**src/rtl/updn_ctr_mod.sv**
```systemverilog
`default_nettype none
// ============================================================================
// Module      : updn_ctr_mod
// Description : Loadable up/down counter with programmable modulus, wrap or
//               saturate boundary mode and a registered boundary-event pulse.
//               Optional registered match output under UPDN_CTR_MATCH_EN.
// Revision    : 1.0 - initial release
// ============================================================================
module updn_ctr_mod #(
   parameter int unsigned     WIDTH    = 3,
   parameter longint unsigned MAX_VAL  = (64'd1 << WIDTH) - 64'd1,
   parameter bit              SATURATE = 1'b0
) (
   input  logic             clk,
   input  logic             reset,
   input  logic             load,
   input  logic             cen,
   input  logic             up_dn,
   input  logic [WIDTH-1:0] data,
`ifdef UPDN_CTR_MATCH_EN
   input  logic [WIDTH-1:0] match_val,
   output logic             match,
`endif
   output logic [WIDTH-1:0] count,
   output logic             tercnt,
   output logic             bnd
);

   localparam longint unsigned c_range_top = (64'd1 << WIDTH) - 64'd1;

   generate
      if (WIDTH < 1 || WIDTH > 32 || MAX_VAL < 64'd1 || MAX_VAL > c_range_top) begin : g_bad_param
         $fatal(1, "updn_ctr_mod: WIDTH must be 1..32 and MAX_VAL 1..2**WIDTH-1");
      end
   endgenerate

   // Modulus held in counter width so every compare stays WIDTH bits wide.
   localparam logic [WIDTH-1:0] c_max = MAX_VAL[WIDTH-1:0];

   logic [WIDTH-1:0] count_q, count_d;
   logic             bnd_q, bnd_d;

   always_comb begin
      count_d = count_q;
      bnd_d   = 1'b0;
      if (!load) begin
         count_d = (data > c_max) ? c_max : data;
      end else if (cen) begin
         if (up_dn) begin
            if (count_q == c_max) begin
               count_d = SATURATE ? c_max : '0;
               bnd_d   = 1'b1;
            end else begin
               count_d = count_q + WIDTH'(1);
            end
         end else begin
            if (count_q == '0) begin
               count_d = SATURATE ? '0 : c_max;
               bnd_d   = 1'b1;
            end else begin
               count_d = count_q - WIDTH'(1);
            end
         end
      end
   end

   always_ff @(posedge clk) begin
      if (!reset) begin
         count_q <= '0;
         bnd_q   <= 1'b0;
      end else begin
         count_q <= count_d;
         bnd_q   <= bnd_d;
      end
   end

   assign count  = count_q;
   assign bnd    = bnd_q;
   assign tercnt = up_dn ? (count_q == c_max) : (count_q == '0);

`ifdef UPDN_CTR_MATCH_EN
   // Compare against the next value so match rises together with count.
   logic match_q, match_d;

   always_comb begin
      match_d = (count_d == match_val);
   end

   always_ff @(posedge clk) begin
      if (!reset) begin
         match_q <= 1'b0;
      end else begin
         match_q <= match_d;
      end
   end

   assign match = match_q;
`endif

endmodule
`default_nettype wire

```
**config.mk**
```make
export PLATFORM = sky130hd
export DESIGN_NAME = updn_ctr_mod
export DESIGN_NICKNAME = d
export VERILOG_FILES = /design/src/rtl/updn_ctr_mod.sv
export SDC_FILE = /design/constraint.sdc
export NUM_CORES = 1
export LEC_CHECK = 0
export ABC_AREA = 1
export CORE_AREA = 10 10 47 49
export CTS_BUF_LIST = sky130_fd_sc_hd__clkbuf_16
export CTS_CLUSTER_SIZE = 12
export DETAILED_ROUTE_END_ITERATION = 10
export DIE_AREA = 0 0 57 59
export GPL_ROUTABILITY_DRIVEN = 0
export HOLD_SLACK_MARGIN = 0.12
export PLACE_DENSITY_LB_ADDON = 0.08
export RECOVER_POWER = 50
export SYNTH_ARGS = -nofsm -noshare
export SYNTH_HDL_FRONTEND = slang
export SYNTH_SLANG_ARGS = --single-unit
```
**constraint.sdc**
```tcl
create_clock -name clk -period 3 [get_ports clk]
set_input_delay 0.3 -clock clk [delete_from_list [all_inputs] [get_ports clk]]
set_output_delay 0.3 -clock clk [all_outputs]
set_load 0.01 [all_outputs]
```
==> flow_metrics.env, run 1 <==
export IMPL_ys_types=15
export IMPL_synth_top_area_share_pct=26.4
export IMPL_setup_violations=0
export IMPL_hold_buffers=0
export IMPL_yosysTopAreaCell="dfxtp_1"
export IMPL_hold_violations=0
export IMPL_cp_slowest_cell="clkdlybuf4s50_1"
export IMPL_total_power_mw=0.316
export IMPL_arrival_ns=1.75
export IMPL_initial_core_util_pct=21.6
export IMPL_ys_top_cells_by_area="dfxtp_1 (26%), nand2_1 (17%), ha_1 (17%)"
export IMPL_antenna_found_initial=0
export IMPL_clkPwrFrac_pct=64.3
export IMPL_rows=14
export IMPL_die_area_um2=3360
export IMPL_cts_tree="done"
export IMPL_worstSetupStartpointType="flop"
export IMPL_switchingPower_mw=0.0612
export IMPL_n_antenna_cell=0
export IMPL_fin_worst_skew_ns=0.00228
export IMPL_syn_nets=57
export IMPL_drive_above_1_share_pct=16.7
export IMPL_grt_start_max_net_pins=6
export IMPL_drt_total_wl_um=756
export IMPL_instances_no_fill=76
export IMPL_cts_resized=0
export IMPL_cts_root_buf="clkbuf_16"
export IMPL_clockBufferDepth=2
export IMPL_clock_sinks=4
export IMPL_final_area_um2=518
export IMPL_relSlewSlack_pct=84.9
export IMPL_layout_worst_path_cycle_share_pct=68.5
export IMPL_drtAntennaViolNets=0
export IMPL_tns_ns=0
export IMPL_crit_path_max_fanout=5
export IMPL_worstReg2RegEnd="count[1]$_SDFFE_PN0P_"
export IMPL_cp_slowest_stage_delay_ns=0.48
export IMPL_first_pass_iters=2
export IMPL_power_density_nw_per_um2=610
export IMPL_rsz0062_at_grt="false"
export IMPL_peakVddDrop_uv=459
export IMPL_hpwl_um=654
export IMPL_status="complete, no violations"
export IMPL_gr_total_overflow=0
export IMPL_comb_power_share_pct=16.4
export IMPL_cts_buffers=3
export IMPL_drc=0
export IMPL_slew_violations=0
export IMPL_hp_class="flop to flop"
export IMPL_netlist_area_um2=303
export IMPL_die_w_um=57
export IMPL_max_slew_worst_pin_slew_ns=0.227
export IMPL_htree_levels=1
export IMPL_crit_start="count[0]$_SDFFE_PN0P_"
export IMPL_vias=312
export IMPL_r2r_start="count[0]$_SDFFE_PN0P_"
export IMPL_area_growth_syn_to_layout_pct=71.1
export IMPL_timing_max_cap_violations=0
export IMPL_placed_area_um2=443
export IMPL_ff2ff_setup_slack_ns=1.67
export IMPL_synthCells=45
export IMPL_seqPwrFrac_pct=19.4
export IMPL_r2r_cells=9
export IMPL_switching_share_pct=19.4
export IMPL_fmax_mhz=487
export IMPL_cp_required_ns=2.70
export IMPL_end_kind="output pin"
export IMPL_avgSynthCellArea_um2=6.73
export IMPL_min_period_ns=2.05
export IMPL_via_per_inst=4.11
export IMPL_clk_pin_slew_ns=0.03
export IMPL_layout_nets=74
export IMPL_drt_iter0_drc=12
export IMPL_endpoint="tercnt"
export IMPL_insertion_delay_ns=0.22
export IMPL_detail_route_wl_per_cell_um=9.95
export IMPL_core_area_um2=1400
export IMPL_grt_pass1_vias=339
export IMPL_crit_type="flop to output pin"
export IMPL_dp_cells=73
export IMPL_grt_pass1_wl_um=1370
export IMPL_p_int_mw=0.255
export IMPL_ys_warn_count=0
export IMPL_pin_count=13
export IMPL_grt_usage_pct=4.94
export IMPL_synth_seq_cells=4
export IMPL_cp_cell_sequence="inv_1 > ha_1 > ha_1 > nand2_1 > nand2_1 > clkdlybuf4s50_1"
export IMPL_seq_area_frac_synth_pct=26.4
export IMPL_port_buffer_count=12
export IMPL_die_height_um=59
export IMPL_post_cts_buffers=0
export IMPL_leakagePower_nw=0.240
==> metal layers <==
metal	routed length, µm	track usage, %	up-vias
met4	0	2.01	0
met5	0	0	-
met2	334	7.60	10
li1	-	-	169
met1	361	5.50	133
met3	60	2.79	0
==> per-stage QoR <==
step	worst slack [ns]	hold WS (ns)	utilization (%)
finish	0.946	0.500	37.0
detailed placement	1.14	0.503	31.6
CTS	0.921	0.508	37.0
global placement	1.13	0.503	31.6
floorplan	1.68	0.438	-
global route	0.796	0.552	37.0
==> final cells by class <==
cell class / count / area, µm²
Tap cell: 16 / 20.0
Multi-Input combinational cell: 31 / 185
Fill cell: 154 / 883
Inverter: 10 / 37.5
Timing Repair Buffer: 12 / 120
Sequential cell: 4 / 80.1
Clock buffer: 3 / 75.1
==> cells by family (layout without fill, tap and decap cells) <==
group | Yosys count | count (layout) | synth area share, %
compound gates | 3 | 3 | 6.61
buf+inv | 10 | 25 | 12.4
fa+ha+maj | 4 | 4 | 16.5
simple gates | 24 | 24 | 38.0
flops | 4 | 4 | 26.4
==> how the worst min path moves through the flow <==
stage	start	end	slack, ns	cells after the start
after floorplan	load	bnd$_SDFF_PN0_	0.44	2
after global placement	count[1]$_SDFFE_PN0P_	count[1]$_SDFFE_PN0P_	0.50	2
after detailed placement	count[1]$_SDFFE_PN0P_	count[1]$_SDFFE_PN0P_	0.50	2
after CTS	count[1]$_SDFFE_PN0P_	count[1]$_SDFFE_PN0P_	0.51	2
after global routing	count[1]$_SDFFE_PN0P_	count[1]$_SDFFE_PN0P_	0.55	2
final	count[1]$_SDFFE_PN0P_	count[1]$_SDFFE_PN0P_	0.50	2
==> Yosys cell counts <==
master / instances
nand2_1: 14
inv_1: 7
dfxtp_1: 4
ha_1: 4
inv_2: 3
nand2_2: 2
nand3_1: 2
nor2_1: 2
a21oi_1: 1
a21oi_2: 1
a31oi_1: 1
nand3b_1: 1
nand4_1: 1
nor2_4: 1
nor3b_1: 1
==> power by group through the flow <==
stage | combinational [mW] | clock, mW | sequential [mW]
2_1_floorplan | 0.0253 | 0 | 0.0628
6_report | 0.0518 | 0.203 | 0.0613
4_1_cts | 0.0531 | 0.207 | 0.0615
5_1_grt | 0.0597 | 0.213 | 0.0621
3_5_place_dp | 0.0528 | 0 | 0.0622
3_3_place_gp | 0.0538 | 0 | 0.0621
==> state kept, by name (all words and copies together), names as in the netlist <==
signal and cells:
bnd 1, count 3
==> worst max-delay path: cells and delay by family, from the launching register on <==
kind / cells / cell delay (ns)
AND/OR/NAND/NOR: 2 / 0.17
flip-flops: 1 / 0.43
buffers and inverters: 2 / 0.55
adder cells (fa/ha/maj): 2 / 0.39
==> cell usage in the layout (no fill, tap or decap), drive strengths merged <==
master / Yosys / routed
a21oi: 2 / 2
a31oi: 1 / 1
clkbuf: 0 / 3
clkdlybuf4s50: 0 / 11
dfxtp: 4 / 4
dlygate4sd3: 0 / 1
ha: 4 / 4
inv: 10 / 10
nand2: 16 / 16
nand3: 2 / 2
nand3b: 1 / 1
nand4: 1 / 1
nor2: 3 / 3
nor3b: 1 / 1
Note: power is estimated with default switching activity, not from simulation.
==> run 2, diff against run 1 <==
==> constraint.sdc (replaced) <==
create_clock -name clk -period 1.7 [get_ports clk]
set_input_delay 0.17 -clock clk [delete_from_list [all_inputs] [get_ports clk]]
set_output_delay 0.17 -clock clk [all_outputs]
set_load 0.01 [all_outputs]
==> run 2 against run 1 <==
Net effect:
- sequential share of layout area up 0.18 points
- design area grew 1.9%
- power increased by 77%
- first-iteration DRC count fell by 100%
- wire length is 8.1% higher
- sequential cell count is the same
- sequential power grew 76%
- critical endpoint unchanged
- largest cell class unchanged
- largest power group unchanged
==> flow_metrics.env, run 2 (synthesized netlist as in run 1, its figures left out) <==
export IMPL_status="complete, no violations"
export IMPL_first_pass_iters=1
export IMPL_slew_violations=0
export IMPL_fin_ws_ns=0.148
export IMPL_placed_area_um2=450
export IMPL_final_cell_mix="nand2_1 (14), clkdlybuf4s50_1 (10), inv_1 (7), ha_1 (4)"
export IMPL_ff2ff_setup_slack_ns=0.46
export IMPL_seq_area_um2=82.6
export IMPL_r2r_start="count[0]$_SDFFE_PN0P_"
export IMPL_clockBufferDepth=2
export IMPL_hpwl_um=699
export IMPL_fmax_mhz=644
export IMPL_fillers=164
export IMPL_drtAntennaViolNets=0
export IMPL_drive_above_1_share_pct=21.3
export IMPL_via_per_inst=4.05
export IMPL_arrival_ns=1.38
export IMPL_pin_count=13
export IMPL_htree_levels=1
export IMPL_hp_class="flop to flop"
export IMPL_end_kind="output pin"
export IMPL_layout_worst_path_cycle_share_pct=91.3
export IMPL_drt_iter0_drc=0
export IMPL_cts_buffers=3
export IMPL_peakVddDrop_uv=956
export IMPL_multi_input_area_um2=185
export IMPL_switchingPower_mw=0.109
export IMPL_layout_nets=75
export IMPL_clkPwrFrac_pct=64.0
export IMPL_drc=0
export IMPL_n_antenna_cell=0
export IMPL_core_area_um2=1400
export IMPL_cts_tree="done"
export IMPL_seqPwrFrac_pct=19.2
export IMPL_fin_worst_skew_ns=0.00259
export IMPL_grt_usage_pct=5.40
export IMPL_comb_power_share_pct=16.8
export IMPL_crit_type="flop to output pin"
export IMPL_hold_violations=0
export IMPL_cp_required_ns=1.53
export IMPL_setup_violations=0
export IMPL_port_buffer_count=12
export IMPL_mostFrequentLayoutCell="nand2_1"
export IMPL_largest_register_ffs=3
export IMPL_crit_start="count[0]$_SDFFE_PN0P_"
export IMPL_clock_sinks=4
export IMPL_hold_buffers=0
export IMPL_final_util_pct=37.7
export IMPL_grt_pass1_vias=362
export IMPL_max_slew_worst_pin_slew_ns=0.194
export IMPL_gr_total_overflow=0
export IMPL_post_place_ws_ns=0.0657
export IMPL_p_int_mw=0.452
export IMPL_rows=14
export IMPL_die_area_um2=3360
export IMPL_clk_pin_slew_ns=0.03
export IMPL_drt_total_wl_um=817
export IMPL_final_area_um2=528
export IMPL_dp_cells=74
export IMPL_area_growth_syn_to_layout_pct=74.4
export IMPL_power_density_nw_per_um2=1060
export IMPL_vias=312
export IMPL_relSlewSlack_pct=87.0
export IMPL_leakagePower_nw=0.246
export IMPL_timing_max_cap_violations=0
export IMPL_post_cts_buffers=0
export IMPL_rsz0062_at_grt="false"
export IMPL_detail_route_wl_per_cell_um=10.6
export IMPL_cts_root_buf="clkbuf_16"
export IMPL_initial_core_util_pct=21.6
export IMPL_tns_ns=0
export IMPL_min_period_ns=1.55
export IMPL_min_from="count[1]$_SDFFE_PN0P_"
export IMPL_die_height_um=59
export IMPL_antenna_found_initial=0
export IMPL_insertion_delay_ns=0.22
export IMPL_die_w_um=57
export IMPL_crit_path_max_fanout=4
export IMPL_grt_pass1_wl_um=1500
export IMPL_grt_start_max_net_pins=6
export IMPL_instances_no_fill=77
export IMPL_switching_share_pct=19.4
export IMPL_worstSetupStartpointType="flop"
==> run 2: cell count changes in the layout (fill, tap and decap cells not counted), sizes merged <==
cell,delta
buf,+1
clkdlybuf4s15,+1
clkdlybuf4s50,-1
==> run 2: cell type report <==
cell class,count,share of cell area (%)
Multi-Input combinational cell,31,35.1
Timing Repair Buffer,13,24.2
Sequential cell,4,15.6
Clock buffer,3,14.2
Inverter,10,7.11
Tap cell,16,3.79
==> run 2: worst max-delay path, stage by stage (launching register included) <==
cell,delay (ns)
dfxtp_2,0.35
inv_1,0.05
ha_1,0.19
ha_1,0.19
nand2_1,0.09
nand2_1,0.07
clkdlybuf4s15_1,0.23
==> run 2: path summary, 6_finish.rpt <==
check,endpoint,cells after the start
setup / recovery,tercnt,6
hold / removal,count[1]$_SDFFE_PN0P_,2
setup reg to reg,count[1]$_SDFFE_PN0P_,9
hold reg to reg,count[1]$_SDFFE_PN0P_,2
==> run 2: metrics by stage <==
stage / power [mW] / hold slack, ns
2_1_floorplan: 0.156 / 0.308
3_3_place_gp: 0.206 / 0.507
3_5_place_dp: 0.205 / 0.507
4_1_cts: 0.569 / 0.518
5_1_grt: 0.594 / 0.527
6_report: 0.561 / 0.490
==> run 2: repair_timing <==
action | in CTS | in global routing
gates resized for setup | 2 | 2
endpoints found under the setup margin | 1 | 1
endpoints found under the hold margin | 0 | 0
==> run 2: power by group through the flow <==
| stage | clock network, mW | logic (mW) | registers, mW |
|---|---|---|---|
| after detailed placement | 0 | 0.0965 | 0.109 |
| after global placement | 0 | 0.0972 | 0.109 |
| after floorplan | 0 | 0.0447 | 0.111 |
| after global routing | 0.375 | 0.108 | 0.110 |
| after CTS | 0.366 | 0.0956 | 0.108 |
| final | 0.359 | 0.0941 | 0.108 |
==> run 2: per-layer routing <==
layer | GRT usage, % | up-vias | share of wire (%)
met4 | 2.01 | 0 | 0
met5 | 0 | - | 0
met3 | 3.22 | 0 | 11
li1 | - | 171 | -
met1 | 5.71 | 129 | 44
met2 | 8.68 | 12 | 45
